### src/rtl/ps2_rx_fifo_if.sv
// Byte pop port of the PS/2 receiver: head byte, valid and ready.
// The master side drives data/valid; the slave side drives ready.
interface ps2_rx_fifo_if;
    logic [7:0] RX_data;
    logic       RX_valid;
    logic       RX_ready;

    modport master (output RX_data, output RX_valid, input RX_ready);
    modport slave  (input RX_data, input RX_valid, output RX_ready);
endinterface

### src/rtl/ps2_rx_fifo.sv
// PS/2 device-to-host receiver: synchroniser, SCL glitch filter, frame FSM with
// timeout, and a first-word-fall-through byte FIFO. Parity check: PS2_PARITY_CHECK_EN.
module ps2_rx_fifo #(
    parameter int FIFO_DEPTH     = 8,
    parameter int SYNC_STAGES    = 2,
    parameter int FILTER_LEN     = 4,
    parameter int TIMEOUT_CYCLES = 50000
) (
    input  logic                        CLOCK,
    input  logic                        RESET_N,
    input  logic                        SDA,
    input  logic                        SCL,
    ps2_rx_fifo_if.master               rx,
    output logic [$clog2(FIFO_DEPTH):0] FIFO_count,
    output logic [3:0]                  ERR_flags,
    input  logic                        ERR_CLR
);
    localparam int AW  = $clog2(FIFO_DEPTH);
    localparam int CW  = AW + 1;
    localparam int FCW = $clog2(FILTER_LEN + 1);
    localparam int TW  = $clog2(TIMEOUT_CYCLES + 1);

    typedef enum logic [1:0] {IDLE, DATA, PARITY, STOP} state_t;

    logic [SYNC_STAGES-1:0] sda_sync_q, scl_sync_q;
    logic                   sda_s, scl_s;
    logic [FCW-1:0]         filt_cnt_q;
    logic                   scl_filt_q;
    logic                   filt_hit, fall;

    state_t                 state_q;
    logic [2:0]             bitcnt_q;
    logic [TW-1:0]          timer_q;
    logic [7:0]             shift_q;
    logic                   timeout_hit, stop_ev;
    logic                   push, frame_set, par_set;

    logic [7:0]             mem_q [FIFO_DEPTH];
    logic [AW-1:0]          wptr_q, rptr_q, wptr_d, rptr_d;
    logic [CW-1:0]          count_q, count_d;
    logic [7:0]             rx_data_q, rx_data_d;
    logic                   valid, pop, full, push_ok, ovf_set;
    logic [3:0]             err_q, err_d;

    always_ff @(posedge CLOCK or negedge RESET_N) begin
        if (!RESET_N) begin
            sda_sync_q <= '1;
            scl_sync_q <= '1;
        end else begin
            sda_sync_q <= {sda_sync_q[SYNC_STAGES-2:0], SDA};
            scl_sync_q <= {scl_sync_q[SYNC_STAGES-2:0], SCL};
        end
    end

    assign sda_s = sda_sync_q[SYNC_STAGES-1];
    assign scl_s = scl_sync_q[SYNC_STAGES-1];

    // Filtered SCL flips on the FILTER_LEN-th consecutive differing sample.
    assign filt_hit = (scl_s != scl_filt_q) && (filt_cnt_q == FCW'(FILTER_LEN - 1));
    assign fall     = filt_hit && scl_filt_q;

    always_ff @(posedge CLOCK or negedge RESET_N) begin
        if (!RESET_N) begin
            filt_cnt_q <= '0;
            scl_filt_q <= 1'b1;
        end else if (scl_s == scl_filt_q) begin
            filt_cnt_q <= '0;
        end else if (filt_hit) begin
            filt_cnt_q <= '0;
            scl_filt_q <= ~scl_filt_q;
        end else begin
            filt_cnt_q <= filt_cnt_q + FCW'(1);
        end
    end

    // A fall event in the same cycle as the timer limit keeps the frame alive.
    assign timeout_hit = (state_q != IDLE) && !fall && (timer_q == TW'(TIMEOUT_CYCLES - 1));

    always_ff @(posedge CLOCK or negedge RESET_N) begin
        if (!RESET_N) begin
            state_q  <= IDLE;
            bitcnt_q <= '0;
            timer_q  <= '0;
        end else if (timeout_hit) begin
            state_q <= IDLE;
            timer_q <= '0;
        end else begin
            timer_q <= (state_q == IDLE || fall) ? '0 : timer_q + TW'(1);
            if (fall) begin
                case (state_q)
                    IDLE: begin
                        if (!sda_s) begin
                            state_q  <= DATA;
                            bitcnt_q <= '0;
                        end
                    end
                    DATA: begin
                        bitcnt_q <= bitcnt_q + 3'd1;
                        if (bitcnt_q == 3'd7) state_q <= PARITY;
                    end
                    PARITY:  state_q <= STOP;
                    default: state_q <= IDLE;
                endcase
            end
        end
    end

    always_ff @(posedge CLOCK) begin
        if (fall && state_q == DATA) shift_q[bitcnt_q] <= sda_s;
    end

    assign stop_ev   = fall && (state_q == STOP);
    assign frame_set = stop_ev && !sda_s;

`ifdef PS2_PARITY_CHECK_EN
    logic parity_q;
    logic par_bad;

    always_ff @(posedge CLOCK) begin
        if (fall && state_q == PARITY) parity_q <= sda_s;
    end

    // Odd parity: data plus parity bit must hold an odd number of ones.
    assign par_bad = ~(^{shift_q, parity_q});
    assign par_set = stop_ev && sda_s && par_bad;
    assign push    = stop_ev && sda_s && !par_bad;
`else
    assign par_set = 1'b0;
    assign push    = stop_ev && sda_s;
`endif

    always_comb begin
        valid   = (count_q != '0);
        pop     = valid && rx.RX_ready;
        full    = (count_q == CW'(FIFO_DEPTH));
        push_ok = push && (!full || pop);
        ovf_set = push && full && !pop;
        count_d = count_q + CW'(push_ok) - CW'(pop);
        wptr_d  = wptr_q + AW'(push_ok);
        rptr_d  = rptr_q + AW'(pop);
        // New head is the byte being written when nothing older remains.
        rx_data_d = rx_data_q;
        if (push_ok && count_q == CW'(pop)) begin
            rx_data_d = shift_q;
        end else if (count_d != '0) begin
            rx_data_d = mem_q[rptr_d];
        end
    end

    always_ff @(posedge CLOCK) begin
        if (push_ok) mem_q[wptr_q] <= shift_q;
    end

    always_ff @(posedge CLOCK or negedge RESET_N) begin
        if (!RESET_N) begin
            wptr_q    <= '0;
            rptr_q    <= '0;
            count_q   <= '0;
            rx_data_q <= 8'h00;
        end else begin
            wptr_q    <= wptr_d;
            rptr_q    <= rptr_d;
            count_q   <= count_d;
            rx_data_q <= rx_data_d;
        end
    end

    // A set event overrides a simultaneous clear.
    always_comb begin
        err_d = ERR_CLR ? 4'b0000 : err_q;
        err_d = err_d | {timeout_hit, ovf_set, frame_set, par_set};
    end

    always_ff @(posedge CLOCK or negedge RESET_N) begin
        if (!RESET_N) err_q <= 4'b0000;
        else          err_q <= err_d;
    end

    assign rx.RX_data  = rx_data_q;
    assign rx.RX_valid = valid;
    assign FIFO_count  = count_q;
    assign ERR_flags   = err_q;
endmodule
### src/flat_wrapper.sv
// flat-port wrapper written by rule: the top's interface ports become plain ports
module ps2_rx_fifo_flat 
#(
    parameter int FIFO_DEPTH     = 8,
    parameter int SYNC_STAGES    = 2,
    parameter int FILTER_LEN     = 4,
    parameter int TIMEOUT_CYCLES = 50000
)
  (CLOCK, RESET_N, SDA, SCL, FIFO_count, ERR_flags, ERR_CLR, rx_RX_data, rx_RX_valid, rx_RX_ready);
  ps2_rx_fifo_if rx_i ();
  input  logic CLOCK;
  input  logic RESET_N;
  input  logic SDA;
  input  logic SCL;
  output logic [$clog2(FIFO_DEPTH):0] FIFO_count;
  output logic [3:0] ERR_flags;
  input  logic ERR_CLR;
  output wire logic [$bits(rx_i.RX_data)-1:0] rx_RX_data;
  output wire logic [$bits(rx_i.RX_valid)-1:0] rx_RX_valid;
  input wire logic [$bits(rx_i.RX_ready)-1:0] rx_RX_ready;
  assign rx_RX_data = rx_i.RX_data;
  assign rx_RX_valid = rx_i.RX_valid;
  assign rx_i.RX_ready = rx_RX_ready;
  ps2_rx_fifo #(.FIFO_DEPTH(FIFO_DEPTH), .SYNC_STAGES(SYNC_STAGES), .FILTER_LEN(FILTER_LEN), .TIMEOUT_CYCLES(TIMEOUT_CYCLES)) u_core (.CLOCK(CLOCK), .RESET_N(RESET_N), .SDA(SDA), .SCL(SCL), .rx(rx_i), .FIFO_count(FIFO_count), .ERR_flags(ERR_flags), .ERR_CLR(ERR_CLR));
endmodule
### config.mk
export PLATFORM = sky130hd
export DESIGN_NAME = ps2_rx_fifo_flat
export DESIGN_NICKNAME = d
export VERILOG_FILES = /design/src/rtl/ps2_rx_fifo_if.sv /design/src/rtl/ps2_rx_fifo.sv /design/src/flat_wrapper.sv
export SDC_FILE = /design/constraint.sdc
export NUM_CORES = 1
export LEC_CHECK = 0
export ABC_AREA = 1
export BUFFER_PORTS_ARGS = -buffer_cell sky130_fd_sc_hd__buf_2
export CAP_MARGIN = 20
export CORE_MARGIN = 4
export CORE_UTILIZATION = 56
export CTS_CLUSTER_SIZE = 20
export DETAILED_ROUTE_END_ITERATION = 10
export HOLD_SLACK_MARGIN = 0.06
export PLACE_DENSITY_LB_ADDON = 0.08
export SYNTH_ARGS = -nofsm -noshare
export SYNTH_HDL_FRONTEND = slang
export SYNTH_SLANG_ARGS = --single-unit
### constraint.sdc
create_clock -name CLOCK -period 2.4 [get_ports CLOCK]
set_input_delay 0.12 -clock CLOCK [delete_from_list [all_inputs] [get_ports CLOCK]]
set_output_delay 0.12 -clock CLOCK [all_outputs]
set_load 0.1 [all_outputs]
# Yosys cells after proc, flatten, opt, wreduce, memory -nomap -nowiden
# Memory sizes are Yosys's and may differ from the RTL's.
# Index checks and enable logic that the tools add are counted.
# totals
register_bits	59
latchBits	0
ram_bits	64
romBits	0
inputBits	6
out_inout_bits	17
wordCells	89
memories	1
# memory_table
memory	depth	width	read_ports	rd_ports_with_merged_regs	wr	line_no	source
u_core.mem_q	8	8	1	0	1	ps2_rx_fifo.sv:38	logic [7:0] mem_q [FIFO_DEPTH];
# classes
n_addsub	7
n_mul	0
div	0
order_cmp	2
n_eq_ne	13
shift	0
muxes	19
bitwise	4
reduce_logical	30
# ops
op	count
$mux 16	2
$add 16x1->16 const B	1
$eq 16x16->1 const B	1
$mux 8	2
$logic_and 1x1->1	14
$mux 3	3
$bwmux 8	1
$mux 2	4
$reduce_bool 2->1	4
$reduce_bool 4->1	2
$add 3x1->3	2
$add 3x1->3 const B	2
$pmux 2 s3	1
$pmux 3 s2	1
$add 4x1->4	1
$eq 2x2->1 const B	2
$eq 4x1->1	1
$eq 4x4->1 const B	1
$logic_not 1->1	4
$lt 3x4->1 const B	1
$mux 4	1
$or 4x4->4	1
$reduce_and 4->1	1
$sub 4x1->4	1
16 further kinds	21

# Depth between registers and ports, before layout
# depth
depth_word	11
depth_mapped	17
ltp_nobuf	17

# Least setup slack after synthesis
# Ideal clock, no wire load.
# synth_path
path_type	reg-to-reg
startpoint	reg u_core.count_q[2], in the netlist u_core.FIFO_count[2]
endpoint	reg u_core.rx_data_q[0], in the netlist u_core.rx.RX_data[0]
setup_ns	0.068
arrival_time_ns	3.330
required_ns	2.332
path_slack_ns	-0.998
path_stages_with_launch	17
path_buffers	1
synth_period_minus_slack_ns	3.398
path_cell_list	dfrtp_1 -> inv_1 -> ha_1 -> o211ai_2 -> buf_2 -> and2_4 -> ha_1 -> inv_1 -> fa_1 -> inv_1 -> nor2_1 -> nand2_1 -> nor2_1 -> nand2_4 -> inv_6 -> nand2_1 -> nand2_1
# synth_between
elab_chain_cells	8
elab_cells_between_ends	16
cone_classes	add/sub (3); eq/ne (2); mux (2); reduce/logical (8); memory (1)
# synth_lines
item	line_no	source
start, declared	ps2_rx_fifo.sv:40	logic [CW-1:0] count_q, count_d;
start signal, assigned	ps2_rx_fifo.sv:163	count_q <= count_d;
$eq 4x4->1 or $reduce_bool 4->1 (tied branches)	ps2_rx_fifo.sv:135, ps2_rx_fifo.sv:133	
$logic_not 1->1 or $logic_and 1x1->1 (tied branches)	ps2_rx_fifo.sv:136, ps2_rx_fifo.sv:134	
$logic_or 1x1->1	ps2_rx_fifo.sv:136	push_ok = push && (!full || pop);
$logic_and 1x1->1	ps2_rx_fifo.sv:136	
$add 4x1->4	ps2_rx_fifo.sv:138	count_d = count_q + CW'(push_ok) - CW'(pop);
$sub 4x1->4 (*)	ps2_rx_fifo.sv:138	
named net u_core.count_d[1]	ps2_rx_fifo.sv:40	
$reduce_bool 4->1 (*)	ps2_rx_fifo.sv:145	end else if (count_d != '0) begin
$reduce_bool 2->1 (no source line) (*)	--	
end signal, assigned	ps2_rx_fifo.sv:164	rx_data_q <= rx_data_d;
end, declared	ps2_rx_fifo.sv:41	logic [7:0] rx_data_q, rx_data_d;
# The timed path passes the listed nets; every way through them passes the cells marked *. The select of a mux whose other input is x is not followed.
# A chain may end at the register's enable or synchronous reset.

# Worst setup path in the final report
# layout_path
startpoint	reg u_core.count_q[3], in the netlist u_core.FIFO_count[3]
endpoint	reg u_core.rx_data_q[5], in the netlist u_core.rx.RX_data[5]
# Same word-level chain as after synthesis.

==> qor.yml <==
global_route:
  grt_overflow: 0
  grt_pass1_vias: 4259
  grtUsageTotal: 0.2345
  grt_pass1_wl_um: 20980
  antenna_found_initial: 0
  grt_max_degree: 35
power_and_ir_drop:
  p_leak_uw: 0.003272
  power_density_nw_per_um2: 1281
  ir_drop_v: 0.0008489
place:
  dpl_cell_area_um2: 6330
  port_buffers: 21
  dp_hpwl_um: 8332
  place_congestion: 0.8324
  pre_cts_slack_ns: -0.1157
final_layout:
  fin_nets: 706
  syn2layout_area_growth_pct: 23.86
  final_core_util: 0.7197
  fin_area_um2: 7132
  n_antenna_cell: 0
  fill_cells: 712
  layout-drive-gt1-share: 0.2165
detailed_routing:
  drc: 0
  via_per_inst: 5.104
  first_iter_violations: 232
  antenna_left: 0
  vias: 4216
  routed_wl_um: 12680
  routedWlPerCell_um: 15.35
  dr.pass1.iters: 5
critical_path:
  r2r-start: "u_core.FIFO_count[3]$_DFF_PN0_"
  r2r_slack_ns: -0.14
  r2r_cells: 16
  path_max_fanout: 8
  max_stage_delay_ns: 0.49
  crit_path_end_kind: "flip-flop"
  path_cells: "inv_4 -> ha_4 -> buf_4 -> o211ai_4 -> and2_4 -> ha_4 -> inv_2 -> fa_1 -> inv_1 -> nor2_1 -> nand2_1 -> nor2_4 -> nand2_4 -> inv_6 -> nand2_1 -> nand2_1"
  worstPathArrival_ns: 2.99
  cp_slowest_cell: "fa_1"
  crit_required_ns: 2.85
  crit_type: "reg2reg"
  worstSetupStartpointType: "flip-flop"
  r2r_end: "u_core.rx.RX_data[5]$_DFFE_PN0P_"
  crit_top_cell: "nand2_1"
yosys:
  ys_seq_area_frac: 0.5939
  yosysWarnings: 0
  synthArstFlopShare: 0.4098
  synth_cells: 597
  synth_most_common_cell: "nand2_1"
  synth-edff-count: 72
  yosys-top-cells-count: "nand2_1 (137), inv_1 (111), edfxtp_1 (72), nand3_1 (69), nor2_1 (49)"
  synth.largest_area_cell: "edfxtp_1"
  avgSynthCellArea_um2: 9.645
  syn_area_um2: 5758
  synth_area_leaders: "edfxtp_1 (38%), dfrtp_1 (20%), nand2_1 (8.9%), inv_1 (7.2%), nand3_1 (6.0%)"
  synth_top_area_share: 0.3755
  synth.distinct_cells: 34
  synth-seq-cells: 122
  synth_flop_cell: "edfxtp_1"
  syn_nets: 623
timing:
  grt_setup_unrepaired: "yes"
  min_period_ns: 2.539
  finalSetupTns_ns: -1.033
  slew_violations: 0
  max_freq_mhz: 393.8
  timing.final.crit_share: 1.058
  skew_ns: 0.004843
  finalSetupViolCount: 9
  layout_setup_ws_ns: -0.1394
  hold_viol: 0
floorplanning:
  num_rows: 36
  dieArea_um2: 11970
  core_area_um2: 9910
  initial_utilization: 0.5811
  die_h_um: 109.4
  design.portCount: 23
  die_x_um: 109.4
clocking:
  numCtsBuffers: 17
  cts_max_path_buffers: 2
  cts_tree: "yes"
  htreeDepth: 4
  cts-root-buf: "clkbuf_8"
  cts.sinks: 122
  path_clk_slew_ns: 0.06
  clkLatencyLatePin_ns: 0.51
run_status:
  violations: "negative setup slack"
  outcome: "finished with violations"
run:
  drv_cap: 0
min_path:
  hold_class: "in2async"
==> worst max-delay path: cells and delay by family (launching register included) <==
| family | cells | cell delay (ns) |
|---|---|---|
| adder cells (fa/ha/maj) | 3 | 0.78 |
| AND/OR/NAND/NOR | 7 | 0.76 |
| flip-flops | 1 | 0.42 |
| buffers and inverters | 5 | 0.37 |
| AO/OA/AOI/OAI | 1 | 0.16 |
==> per-layer routing <==
layer,track usage,share of wire
met5,0,0
met3,0.04756,0.043
met4,0.1238,0.033
met1,0.2944,0.42
met2,0.3840,0.50
==> metrics by stage <==
step / cells / hold slack, ns / total power [µW]
global route: 826 / 0.1208 / 9640
finish: 826 / 0.1112 / 9134
global placement: 775 / 0.1053 / 6121
detailed placement: 775 / 0.1032 / 6231
CTS: 820 / 0.09761 / 9028
floorplan: 597 / -0.1756 / 5226
==> state kept, by name, summed over array words and instances (netlist names) <==
| signal | cells |
|---|---|
| u_core.rx.RX_data | 8 |
| u_core.FIFO_count | 4 |
| u_core.mem_q | 64 |
| u_core.state_q | 2 |
| u_core.filt_cnt_q | 3 |
| u_core.bitcnt_q | 3 |
| u_core.timer_q | 16 |
| u_core.shift_q | 8 |
| u_core.wptr_q | 3 |
| u_core.rptr_q | 3 |
| u_core.scl_filt_q | 1 |
| u_core.ERR_flags | 3 |
| u_core.sda_sync_q | 2 |
| u_core.scl_sync_q | 2 |
==> placed cells by master (no fill, tap or decap), drive strengths merged <==
| cell | count |
|---|---|
| o211ai | 1 |
| dfrtp | 45 |
| o22ai | 1 |
| dfstp | 5 |
| nor4 | 1 |
| edfxtp | 72 |
| a21oi | 1 |
| dlygate4sd3 | 4 |
| xor2 | 14 |
| clkinv | 4 |
| nor2 | 54 |
| conb | 1 |
| nand4 | 14 |
| o21ai | 7 |
| clkbuf | 25 |
| inv | 113 |
| buf | 71 |
| bufinv | 2 |
| and2 | 1 |
| xnor2 | 2 |
| o21bai | 1 |
| ha | 19 |
| nand2 | 142 |
| nor3 | 15 |
| nand3 | 74 |
| o32ai | 1 |
| clkinvlp | 2 |
| fa | 1 |
==> logic make-up (layout without fill, tap and decap cells) <==
kind of cell | after synthesis | count (layout) | share of synthesized area
XOR/XNOR | 16 | 16 | 0.02434
AND/OR/NAND/NOR | 300 | 301 | 0.2382
other | 1 | 1 | 0.0006513
flip-flops | 122 | 122 | 0.5939
adder cells (fa/ha/maj) | 20 | 20 | 0.04476
buffers and inverters | 126 | 221 | 0.08518
AO/OA/AOI/OAI | 12 | 12 | 0.01304
==> repair_timing <==
item	in CTS	in global routing
setup endpoints to repair	8	10
setup buffers	8	6
cloned	1	0
gates resized for setup	4	8
hold buffers	4	0
hold endpoints to repair	55	0
pin swaps	2	0
==> area by class of cell <==
cell class / instances / area [µm²] / share of cell area
flip-flops and latches: 122 / 3432 / 0.4812
clock inverters: 7 / 87.58 / 0.01228
multi-input cells: 350 / 1974 / 0.2768
inverters: 114 / 441.7 / 0.06193
clock buffers: 25 / 496.7 / 0.06965
well taps: 133 / 166.4 / 0.02333
repair buffers: 75 / 533.0 / 0.07474
==> power breakdown <==
group,leakage [µW],internal (µW),total (µW),switching (µW)
clock network,0.000286,1620,2490,866
logic,0.00170,1350,4100,2740
registers,0.00129,2430,2550,118
==> how the worst max path moves through the flow <==
stage,startpoint,to,depth (start not counted)
after floorplan,u_core.FIFO_count[3]$_DFF_PN0_,u_core.rx.RX_data[0]$_DFFE_PN0P_,16
after global placement,u_core.FIFO_count[3]$_DFF_PN0_,u_core.rx.RX_data[7]$_DFFE_PN0P_,16
after detailed placement,u_core.FIFO_count[3]$_DFF_PN0_,u_core.rx.RX_data[5]$_DFFE_PN0P_,16
after CTS,u_core.FIFO_count[3]$_DFF_PN0_,u_core.rx.RX_data[5]$_DFFE_PN0P_,16
after global routing,u_core.filt_cnt_q[0]$_DFF_PN0_,u_core.rx.RX_data[5]$_DFFE_PN0P_,17
final,u_core.FIFO_count[3]$_DFF_PN0_,u_core.rx.RX_data[5]$_DFFE_PN0P_,16
Power figures use the tool's default switching activity.
